`config.mk`:
```
export PLATFORM = sky130hd
export DESIGN_NAME = ball_tree_controller
export DESIGN_NICKNAME = d
export VERILOG_FILES = /design/src/rtl/ball_tree_controller.sv
export SDC_FILE = /design/constraint.sdc
export NUM_CORES = 1
export LEC_CHECK = 0
export CORE_MARGIN = 4
export CORE_UTILIZATION = 50
export CTS_BUF_LIST = sky130_fd_sc_hd__clkbuf_8 sky130_fd_sc_hd__clkbuf_16
export DETAILED_ROUTE_END_ITERATION = 16
export GPL_TIMING_DRIVEN = 0
export PLACE_DENSITY = 0.85
export SLEW_MARGIN = 20
export SYNTH_ARGS = -nofsm -noshare
export SYNTH_HDL_FRONTEND = slang
export SYNTH_SLANG_ARGS = --single-unit
```
`constraint.sdc`:
```
create_clock -name clk -period 6.75 [get_ports clk]
set_clock_uncertainty 0.2 [all_clocks]
set_input_delay 0.675 -clock clk [delete_from_list [all_inputs] [get_ports clk]]
set_output_delay 0.675 -clock clk [all_outputs]
set_load 0.05 [all_outputs]
```
`src/rtl/ball_tree_controller.sv`:
```
// rtl/ball_tree_controller.sv - ball-splitting level controller over a heap-indexed ball tree
module ball_tree_controller #(
    parameter int LEVELS = 3,
    parameter int CNT_W  = 8,
    localparam int N     = (1 << LEVELS) - 1
) (
    input  logic             clk,
    input  logic             resetN,
    input  logic             unitActive,
    input  logic [N-1:0]     colRope,
    input  logic [N-1:0]     colPlayer,
    output logic [N-1:0]     ballVisible,
    output logic [N-1:0]     ballSpawn,
    output logic [CNT_W-1:0] popCount,
    output logic             levelCleared,
    output logic             playerHit,
    output logic             col_rope_ball,
    output logic             col_player_ball
);

    localparam int FIRST_LEAF = (1 << (LEVELS - 1)) - 1;
    localparam int SUM_W      = ((CNT_W > 6) ? CNT_W : 6) + 1;
    localparam logic [N-1:0] ROOT = N'(1);

    typedef enum logic [2:0] {
        IDLE,
        DEPLOY,
        ACTIVE,
        HIT,
        CLEARED
    } state_t;

    state_t           state;
    state_t           state_next;
    logic [N-1:0]     vis_next;
    logic [N-1:0]     spawn_next;
    logic [CNT_W-1:0] cnt_next;
    logic [N-1:0]     pops;
    logic [N-1:0]     children;
    logic             hit_any;
    logic [5:0]       pop_num;
    logic [SUM_W-1:0] pop_sum;

    assign col_rope_ball   = |(colRope & ballVisible);
    assign col_player_ball = |(colPlayer & ballVisible);

    // Pops only count on visible balls; each popped inner node spawns both children.
    always_comb begin
        pops     = colRope & ballVisible;
        hit_any  = |(colPlayer & ballVisible);
        children = '0;
        pop_num  = '0;
        for (int i = 0; i < FIRST_LEAF; i++) begin
            if (pops[i]) begin
                children[2*i+1] = 1'b1;
                children[2*i+2] = 1'b1;
            end
        end
        for (int i = 0; i < N; i++) begin
            pop_num = pop_num + {5'b0, pops[i]};
        end
        pop_sum = SUM_W'(popCount) + SUM_W'(pop_num);
    end

    always_comb begin
        state_next = state;
        vis_next   = ballVisible;
        spawn_next = '0;
        cnt_next   = popCount;
        case (state)
            IDLE: begin
                vis_next = '0;
                if (unitActive) begin
                    state_next = DEPLOY;
                end
            end
            DEPLOY: begin
                state_next = ACTIVE;
                vis_next   = ROOT;
                spawn_next = ROOT;
                cnt_next   = '0;
            end
            ACTIVE: begin
                if (hit_any) begin
                    state_next = HIT;
                end else if (ballVisible == '0) begin
                    state_next = CLEARED;
                end else begin
                    vis_next   = (ballVisible & ~pops) | children;
                    spawn_next = children;
                    if (pop_sum > SUM_W'({CNT_W{1'b1}})) begin
                        cnt_next = '1;
                    end else begin
                        cnt_next = pop_sum[CNT_W-1:0];
                    end
                end
            end
            HIT, CLEARED: begin
                state_next = state;
            end
            default: begin
                state_next = IDLE;
                vis_next   = '0;
            end
        endcase
        // Dropping the level enable overrides everything else.
        if (!unitActive) begin
            state_next = IDLE;
            vis_next   = '0;
            spawn_next = '0;
            cnt_next   = popCount;
        end
    end

    always_ff @(posedge clk or negedge resetN) begin
        if (!resetN) begin
            state <= IDLE;
        end else begin
            state <= state_next;
        end
    end

    always_ff @(posedge clk or negedge resetN) begin
        if (!resetN) begin
            ballVisible  <= '0;
            ballSpawn    <= '0;
            popCount     <= '0;
            levelCleared <= 1'b0;
            playerHit    <= 1'b0;
        end else begin
            ballVisible  <= vis_next;
            ballSpawn    <= spawn_next;
            popCount     <= cnt_next;
            levelCleared <= (state_next == CLEARED);
            playerHit    <= (state_next == HIT);
        end
    end

endmodule

```
# After elaboration in Yosys (flattened, before gate mapping)
# Index checks and enable logic that the tools add are counted.
word_totals:
  output_inout_bits: 26
  register_bits: 27
  wordCells: 57
op_classes:
  reduce_logical: 8
  n_eq_ne: 11
  muxes: 19
  order_cmp: 1
  n_addsub: 7
  bitwise_logic: 5
ops:
  columns: ["operator", "n"]
  rows:
  - ["$mux W7", 6]
  - ["$mux W8", 3]
  - ["$and A7 B7 Y7", 3]
  - ["$pmux W7 S3", 1]
  - ["$pmux W8 S2", 1]
  - ["$pmux W7 S2", 1]
  - ["$reduce_or A7 Y1", 2]
  - ["$pmux W3 S4", 1]
  - ["$add A8 B6 Y9", 1]
  - ["$eq A3 B2 Y1 const B", 3]
  - ["$gt A9 B8 Y1 const B", 1]
  - ["$mux W3", 3]
  - ["$logic_not A7 Y1", 1]
  - ["$not A7 Y7", 1]
  - ["$or A7 B7 Y7", 1]
  - ["$add A5 B1 Y6", 1]
  - ["$add A6 B1 Y6", 1]
  - ["$eq A3 B3 Y1 const B", 2]
  - ["$mux W2", 3]
  - ["$ne A2 B2 Y1 const B", 3]
  - ["$ne A3 B3 Y1 const B", 2]
  - ["$add A4 B1 Y5", 1]
  - ["$add A3 B1 Y4", 1]
  - ["$reduce_and A4 Y1", 1]
  - ["7 further kinds", 7]

# Logic depth before layout (Yosys ltp)
# Gate-level depths: netlist (run 1).
depth:
  ltp_word: 13
  depth_mapped: 14

# Worst setup path before layout (run 1)
# OpenSTA, ideal clock, no wires.
synth_timing:
  kind: "input -> register"
  startpoint: "in colRope[0]"
  endpoint: "reg popCount[1]"
  cell_stages: 14
  setup_slack_ns: 2.555
  t_arrival_ns: 3.917
  required_time_ns: 6.473
  path_cell_list: "nand2_1 inv_1 fa_1 inv_1 fa_1 fa_1 inv_1 ha_1 inv_1 fa_1 nand2b_1 a2111oi_2 and4b_1 a21oi_1"
synth_between:
  elab_chain_len: 13
synth_lines:
  columns: ["item", "line_no", "text"]
  rows:
  - ["start, declared", "10", "input logic [N-1:0] colRope,"]
  - ["$and A7 B7 Y7 *", "49", "pops = colRope & ballVisible;"]
  - ["$add A1 B1 Y2 *", "60", "pop_num = pop_num + {5'b0, pops[i]};"]
  - ["$add A2 B1 Y3 *", "60", null]
  - ["$add A3 B1 Y4 *", "60", null]
  - ["$add A4 B1 Y5 *", "60", null]
  - ["$add A5 B1 Y6 *", "60", null]
  - ["$add A6 B1 Y6 *", "60", null]
  - ["$add A8 B6 Y9 *", "62", "pop_sum = SUM_W'(popCount) + SUM_W'(pop_num);"]
  - ["$gt A9 B8 Y1", "91", "if (pop_sum > SUM_W'({CNT_W{1'b1}})) begin"]
  - ["$mux W8 *", "91", null]
  - ["$mux W8 *", "86", "end else if (ballVisible == '0) begin"]
  - ["$mux W8 *", "84", "if (hit_any) begin"]
  - ["$pmux W8 S2 *", "70", "case (state)"]
  - ["end signal, assigned", "133", "popCount <= cnt_next;"]
  - ["end, declared", "14", "output logic [CNT_W-1:0] popCount,"]
# Every way passes the cells marked *; elsewhere a longest branch is shown, timed or not. The select of a mux whose other input is x is not followed.
# A chain may end at the register's enable or synchronous reset.

# Worst setup path after layout (run 1)
layout_timing:
  startpoint: "in colRope[0]"
  endpoint: "reg popCount[5]"
# The elaborated chain is that of the path after synthesis.

==> results.md, run 1 <==
* Outcome: complete, no violations
* Area growth syn-to-layout at 34.0%
* Synth unique cells at 43
* Routed WL per cell at 15.9 um
* Slew @ Worst Pin at 578 ps
* Via count at 1380
* Combinational fraction of design power at 21.7%
* Initial Utilization at 54.1%
* Internal power at 260 uW
* Number of global-route vias before repair at 1472
* Slew Viols, Final at 0
* Flop2flop setup slack at 2470 ps
* Post-Route WL at 3800 um
* HP Class: input pin to asynchronous set/reset pin
* Min Tclk post-route at 4660 ps
* Worst-Skew Late Latency at 270 ps
* Post-CTS Hold Fix Bufs at 0
* Hold Fails Final Rpt at 0
* Mapped Area at 1540 sq um
* CTS Buf Count at 3
* Port Buf Inserts at 42
* CTS resizes at 0
* Flop pwr share at 43.2%
* Max Fclk at 214 MHz
* Post-Synthesis Cells at 162
* Worst r2r path cells at 14
* Share of layout cells above drive strength 1 at 8.17%
* Pwr dens at 174 nW/um^2
* DRC viols at 0
* Largest net degree at the start of global routing at 25
* Clock slew at reported path FFs at 90 ps
* Via/cell ratio at 5.77
* Buffer count from post-CTS setup fixing at 0
* TritonRoute pass-1 iters at 4
* Syn_nets at 190
* WP data required at 6740 ps
* Ys flop type: dfrtp_1
* Chip Height at 63.6 um
* TritonCTS Sinks at 24
* # rows at 19
* Register area share after synthesis at 38.9%
* Detailed Route Iter0 Violations at 68
* Worst-case clock buffer depth at 2
* Setup violators final at 0
* Post-synth ARST share at 100%
* Max-cap violations at 0
* Antenna violations before repair at 0
* Hpwl dp at 2830 um
* Die width at 63.6 um
* Seq cells post-synth at 24
* Worst relative slew slack at 61.4%
* Diodes inserted at 0
* CTS tree: yes
* # nets final at 237
* GRT Overall Usage at 19.9%
* Max rail drop VDD at 115 uV
* Most common library cells after synthesis: dfrtp_1 (24), inv_1 (23), nand2_1 (16), nand2b_1 (10), nand3_1 (8)
* Top Ports at 43
* Antenna-violating nets left at 0
* EDFF count, synth at 0
* Root Buffer: clkbuf_8
* Setup Crit Path Kind: input pin to register
* Net Sw Power at 101 uW
* Net Sw Frac at 27.9%
* CP startpoint kind: input pin
* Clock power frac at 35.1%
* Cell with the most instances after synthesis: dfrtp_1
* Area of the die at 4040 sq um
* Grt total ovfl at 0
* Post-placement cell count at 235
* Crit. End Element: register
* Tcrit/Tclk final at 69.1%
* CP Max Fanout at 5
* GPL Wtd Cong at 0.891
* Unrepaired setup endpoints after global routing: false
* Total Neg Setup Slack at 0 ps
* H-Tree Depth at 1
* Core Area at 2850 sq um
* Leak at 0.996 nW
* Crit path DAT at 4650 ps
* Final Non-Filler Cells at 239
* Share of the synthesized area in the top cell type at 38.9%
* Syn Area/Cell at 9.53 sq um
* Dominant cells by area after synthesis: dfrtp_1 (39%), ha_1 (5.7%), inv_1 (5.6%), fa_1 (5.2%), nand2b_1 (4.1%)
* Ys Warns at 0
* Area leader, netlist: dfrtp_1
* First-pass GRT wire length at 6450 um
[final timing paths]
path	startpoint	to
max	colRope[0]	popCount[5]
min	resetN	ballSpawn[2]
max reg2reg	ballVisible[2]	popCount[5]
min reg2reg	popCount[1]	popCount[1]
max in group asynchronous	resetN	popCount[7]
min in group clk	popCount[1]	popCount[1]
[area by class of cell]
class	count	area, sq um
buffer	6	42.5
tap	31	38.8
multi-input combinational	109	815
timing repair buffer	42	415
clock buffer	3	41.3
fill	207	783
inverter	23	86.3
sequential	24	601
clock inverter	1	30.0
[critical path: stages]
cell	delay, ps
clkdlybuf4s50_1	430
nand2_1	100
inv_1	80
fa_1	500
inv_1	60
fa_1	510
fa_1	490
inv_1	70
ha_1	180
inv_1	60
fa_1	370
nand2b_1	200
a2111oi_2	550
nor2b_1	140
a211oi_2	240
[logic make-up (layout without fill, tap and decap cells)]
family          Yosys count  in the layout  synth area share, %
compound gates           29             29                 14.3
fa+ha+maj                11             11                 10.9
buf+inv                  29             75                 8.35
flops                    24             24                 38.9
mux                       6              6                 3.97
simple gates             63             63                 23.6
[state kept, by name (all words and copies together) (netlist names)]
register	flops
levelCleared	1
playerHit	1
state	3
ballVisible	7
popCount	8
ballSpawn	4
[cell usage in the layout (no fill, tap or decap), types with 3 or more instances in the layout]
master	count
dfrtp_1	24
buf_4	3
inv_1	23
a31oi_1	3
fa_1	4
o221ai_1	6
nand3_1	8
nor2_1	6
mux2i_1	5
and3_1	3
clkdlybuf4s50_1	41
nand2_1	16
clkbuf_8	3
a21oi_1	7
nand2b_1	10
ha_1	7
[stage by stage]
stage	hold WS, ps	power, mW	instance area [sq um]	util (%)	setup slack (ps)
floorplan	179	0.205	1540	-	2560
detailed placement	336	0.236	2000	70.2	1820
finish	181	0.361	2070	72.5	2090
CTS	353	0.364	2070	72.7	2060
global route	221	0.376	2070	72.5	1760
global placement	336	0.234	2000	70.2	1860
[power by group through the flow]
stage	Combinational (mW)	Sequential, mW	Clock (mW)
global placement	0.0759	0.158	0
floorplan	0.0360	0.169	0
global route	0.0841	0.157	0.135
detailed placement	0.0775	0.158	0
finish	0.0781	0.156	0.127
CTS	0.0786	0.156	0.130
[routing by layer]
layer | track usage, % | vias to the layer above | wire length (um)
li1 | - | 661 | -
met1 | 24.1 | 642 | 1590
met2 | 33.1 | 68 | 1830
met3 | 4.62 | 9 | 308
met4 | 9.70 | 0 | 76
met5 | 0 | - | 0
No activity file was read; power rests on OpenSTA's default activity.
==> run 2, diff against run 1 <==
- CORE_UTILIZATION: 50 -> 48
- PLACE_DENSITY: 0.85 -> 0.82
- clock period: 6.75 -> 4.8 ns (I/O delays scaled with it)
==> run 2 against run 1 <==
The run now ends with negative hold slack left. Critical endpoint is now popCount[1]. Power is 41% higher. Via count increased by 0.43%. Largest power group unchanged. Wire length fell by 0.13%. Cell count rose by 5.4%. Highest routed layer unchanged. Register-to-register slack worse by 2100 ps. Worst setup slack lost 1900 ps. Core utilization decreased by 4.2 points. Global-route usage down 0.54 points. Largest cell class unchanged. Die area rose by 3.6%. Sequential power rose by 40%. Critical path type unchanged. Worst hold slack got worse by 190 ps. Clock power is 42% higher.
==> results.md, run 2 (synthesis gave the netlist of run 1 again) <==
* Number of global-route vias before repair at 1383 (-6.0%)
* Worst path depth at 15 (unchanged)
* Setup violators final at 0 (unchanged)
* Tcrit/Tclk final at 95.4%
* Post-placement cell count at 248 (+5.5%)
* # nets final at 237 (unchanged)
* First-pass GRT wire length at 6450 um (unchanged)
* GRT Overall Usage at 19.4% (-0.54 points)
* Unrepaired setup endpoints after global routing: false
* Max reg flops at 8 (unchanged)
* # rows at 20 (+1)
* Area of the die at 4190 sq um (+3.6%)
* Root Buffer: clkbuf_8
* Largest net degree at the start of global routing at 25 (unchanged)
* Critical path cell sequence: clkdlybuf4s50_1 > nand2_1 > inv_1 > fa_1 > inv_1 > fa_1 > fa_1 > inv_1 > ha_1 > inv_1 > fa_1 > nand2b_1 > a2111oi_2 > and4b_1 > a21oi_1
* Commonest non-fill, non-tap cells in the layout: clkdlybuf4s50_1 (41), dfrtp_1 (24), inv_1 (23), nand2_1 (16), nand2b_1 (10)
* Max rail drop VDD at 166 uV (+44%)
* WL met3 at 215 um (-30%)
* TritonRoute pass-1 iters at 4 (unchanged)
* Buf+Inv Stages, Crit Path at 5 (unchanged)
* DP Area at 2020 sq um (+0.81%)
* CTS Buf Count at 3 (unchanged)
* DRC viols at 0 (unchanged)
* Share of layout cells above drive strength 1 at 8.17% (unchanged)
* CP max-delay cell: a2111oi_2
* Failing checks: negative hold slack
* Die width at 64.7 um (+1.8%)
* Routed WL per cell at 15.1 um (-5.3%)
* Leak at 0.996 nW (unchanged)
* Utilization after layout at 68.3% (-4.2 points)
* Via/cell ratio at 5.50 (-4.7%)
* WP data required at 4790 ps (-1950 ps)
* Worst relative slew slack at 58.9% (-2.4 points)
* Area growth syn-to-layout at 35.1%
* Metal2 WL at 1970 um (+8.0%)
* Chip Height at 64.7 um (+1.8%)
* Wire length on met1 at 1570 um (-1.3%)
* Slew @ Worst Pin at 615 ps (+36.6 ps)
* Pre-CTS setup slack at -71.0 ps (-1890 ps)
* Flop2flop setup slack at 410 ps (-2060 ps)
* Post-CTS Hold Fix Bufs at 0 (unchanged)
* Reg2Reg Launch Point: ballVisible[0]
* Port Buf Inserts at 42 (unchanged)
* CTS resizes at 0 (unchanged)
* Top reg by flops: popCount
* Final worst slack at 219 ps (-1870 ps)
* Uppermost layer routed: met4
* Hold slack at -12.2 ps (-193 ps)
* Via count at 1386 (+0.43%)
* Max-cap violations at 0 (unchanged)
* Hold Fails Final Rpt at 24 (+24)
* HP Class: input pin to asynchronous set/reset pin
* Final Non-Filler Cells at 252 (+5.4%)
* Worst r2r path cells at 14 (unchanged)
* Detailed Route Iter0 Violations at 98 (+44%)
* Pwr dens at 244 nW/um^2 (+40%)
* Power, Total at 509 uW (+41%)
* Antenna violations before repair at 0 (unchanged)
* Buffer count from post-CTS setup fixing at 0 (unchanged)
* TritonCTS Sinks at 24 (unchanged)
* Crit. End Element: register
* Worst-case clock buffer depth at 2 (unchanged)
* H-Tree Depth at 1 (unchanged)
* CP max stage delay at 590 ps (+40 ps)
* Max Fclk at 218 MHz
* Outcome: finished, violations left
* CP startpoint kind: input pin
* Slew Viols, Final at 0 (unchanged)
* Crit path DAT at 4570 ps (-80 ps)
* Crit-path leading delay family: adder cells
* GPL Wtd Cong at 0.894 (+0.37%)
* R2r endpoint: popCount[1]
* CTS tree: yes
* Commonest non-fill, non-tap cell in the layout: clkdlybuf4s50_1
* Worst-Skew Late Latency at 270 ps (about the same)
* Setup Crit Path Kind: input pin to register
* Grt total ovfl at 0 (unchanged)
* Total Neg Setup Slack at 0 ps (unchanged)
* CP Max Fanout at 5 (unchanged)
* Top Ports at 43 (unchanged)
* Post-layout instance area at 2090 sq um (+0.79%)
* Post-Route WL at 3790 um (-0.13%)
* Hpwl dp at 2960 um (+4.7%)
* Clock slew at reported path FFs at 90 ps (about the same)
* Largest regs: popCount (8), ballVisible (7), ballSpawn (4)
* Core Area at 3050 sq um (+7.0%)
* Fillcell total at 272 (+31%)
* Diodes inserted at 0 (unchanged)
* Initial Utilization at 50.6% (-3.5 points)
* Antenna-violating nets left at 0 (unchanged)
* Min Tclk post-route at 4580 ps
## run 2: cell counts in the layout (fill, tap and decap cells not counted)
Identical to the previous run, type by type.
## run 2: worst reg2reg max path: stages (launching register included)
cell and delay [ps]:
dfrtp_1 440, nand2_1 130, inv_1 90, fa_1 510, inv_1 60, fa_1 500
fa_1 480, inv_1 70, ha_1 180, inv_1 70, fa_1 370, nand2b_1 220
a2111oi_2 590, and4b_1 280, a21oi_1 120
## run 2: area by class of cell
type | instances | area (sq um) | area share, %
buffer | 6 | 42.5 | 2.04
clock buffer | 3 | 41.3 | 1.98
clock inverter | 1 | 30.0 | 1.44
inverter | 23 | 86.3 | 4.14
multi-input combinational | 109 | 815 | 39.1
sequential | 24 | 601 | 28.8
tap | 44 | 55.1 | 2.64
timing repair buffer | 42 | 415 | 19.9
## run 2: routing by layer
layer	global-route usage, %	vias to the layer above
li1	-	658
met3	3.29	6
met4	4.75	0
met1	24.5	668
met2	34.2	54
met5	0	-
## run 2: worst max-delay path by stage
stage                  endpoint            from
floorplan           popCount[1]  ballVisible[0]
global placement    popCount[1]      colRope[0]
detailed placement  popCount[1]      colRope[0]
CTS                 popCount[1]      colRope[0]
global route        popCount[1]      colRope[0]
finish              popCount[1]      colRope[0]
## run 2: power by group
| part | internal (mW) | switching, mW | leakage [nW] |
|---|---|---|---|
| logic | 0.0446 | 0.0651 | 0.629 |
| registers | 0.210 | 0.00942 | 0.332 |
| clock network | 0.111 | 0.0687 | 0.0357 |
| total | 0.366 | 0.143 | 0.996 |
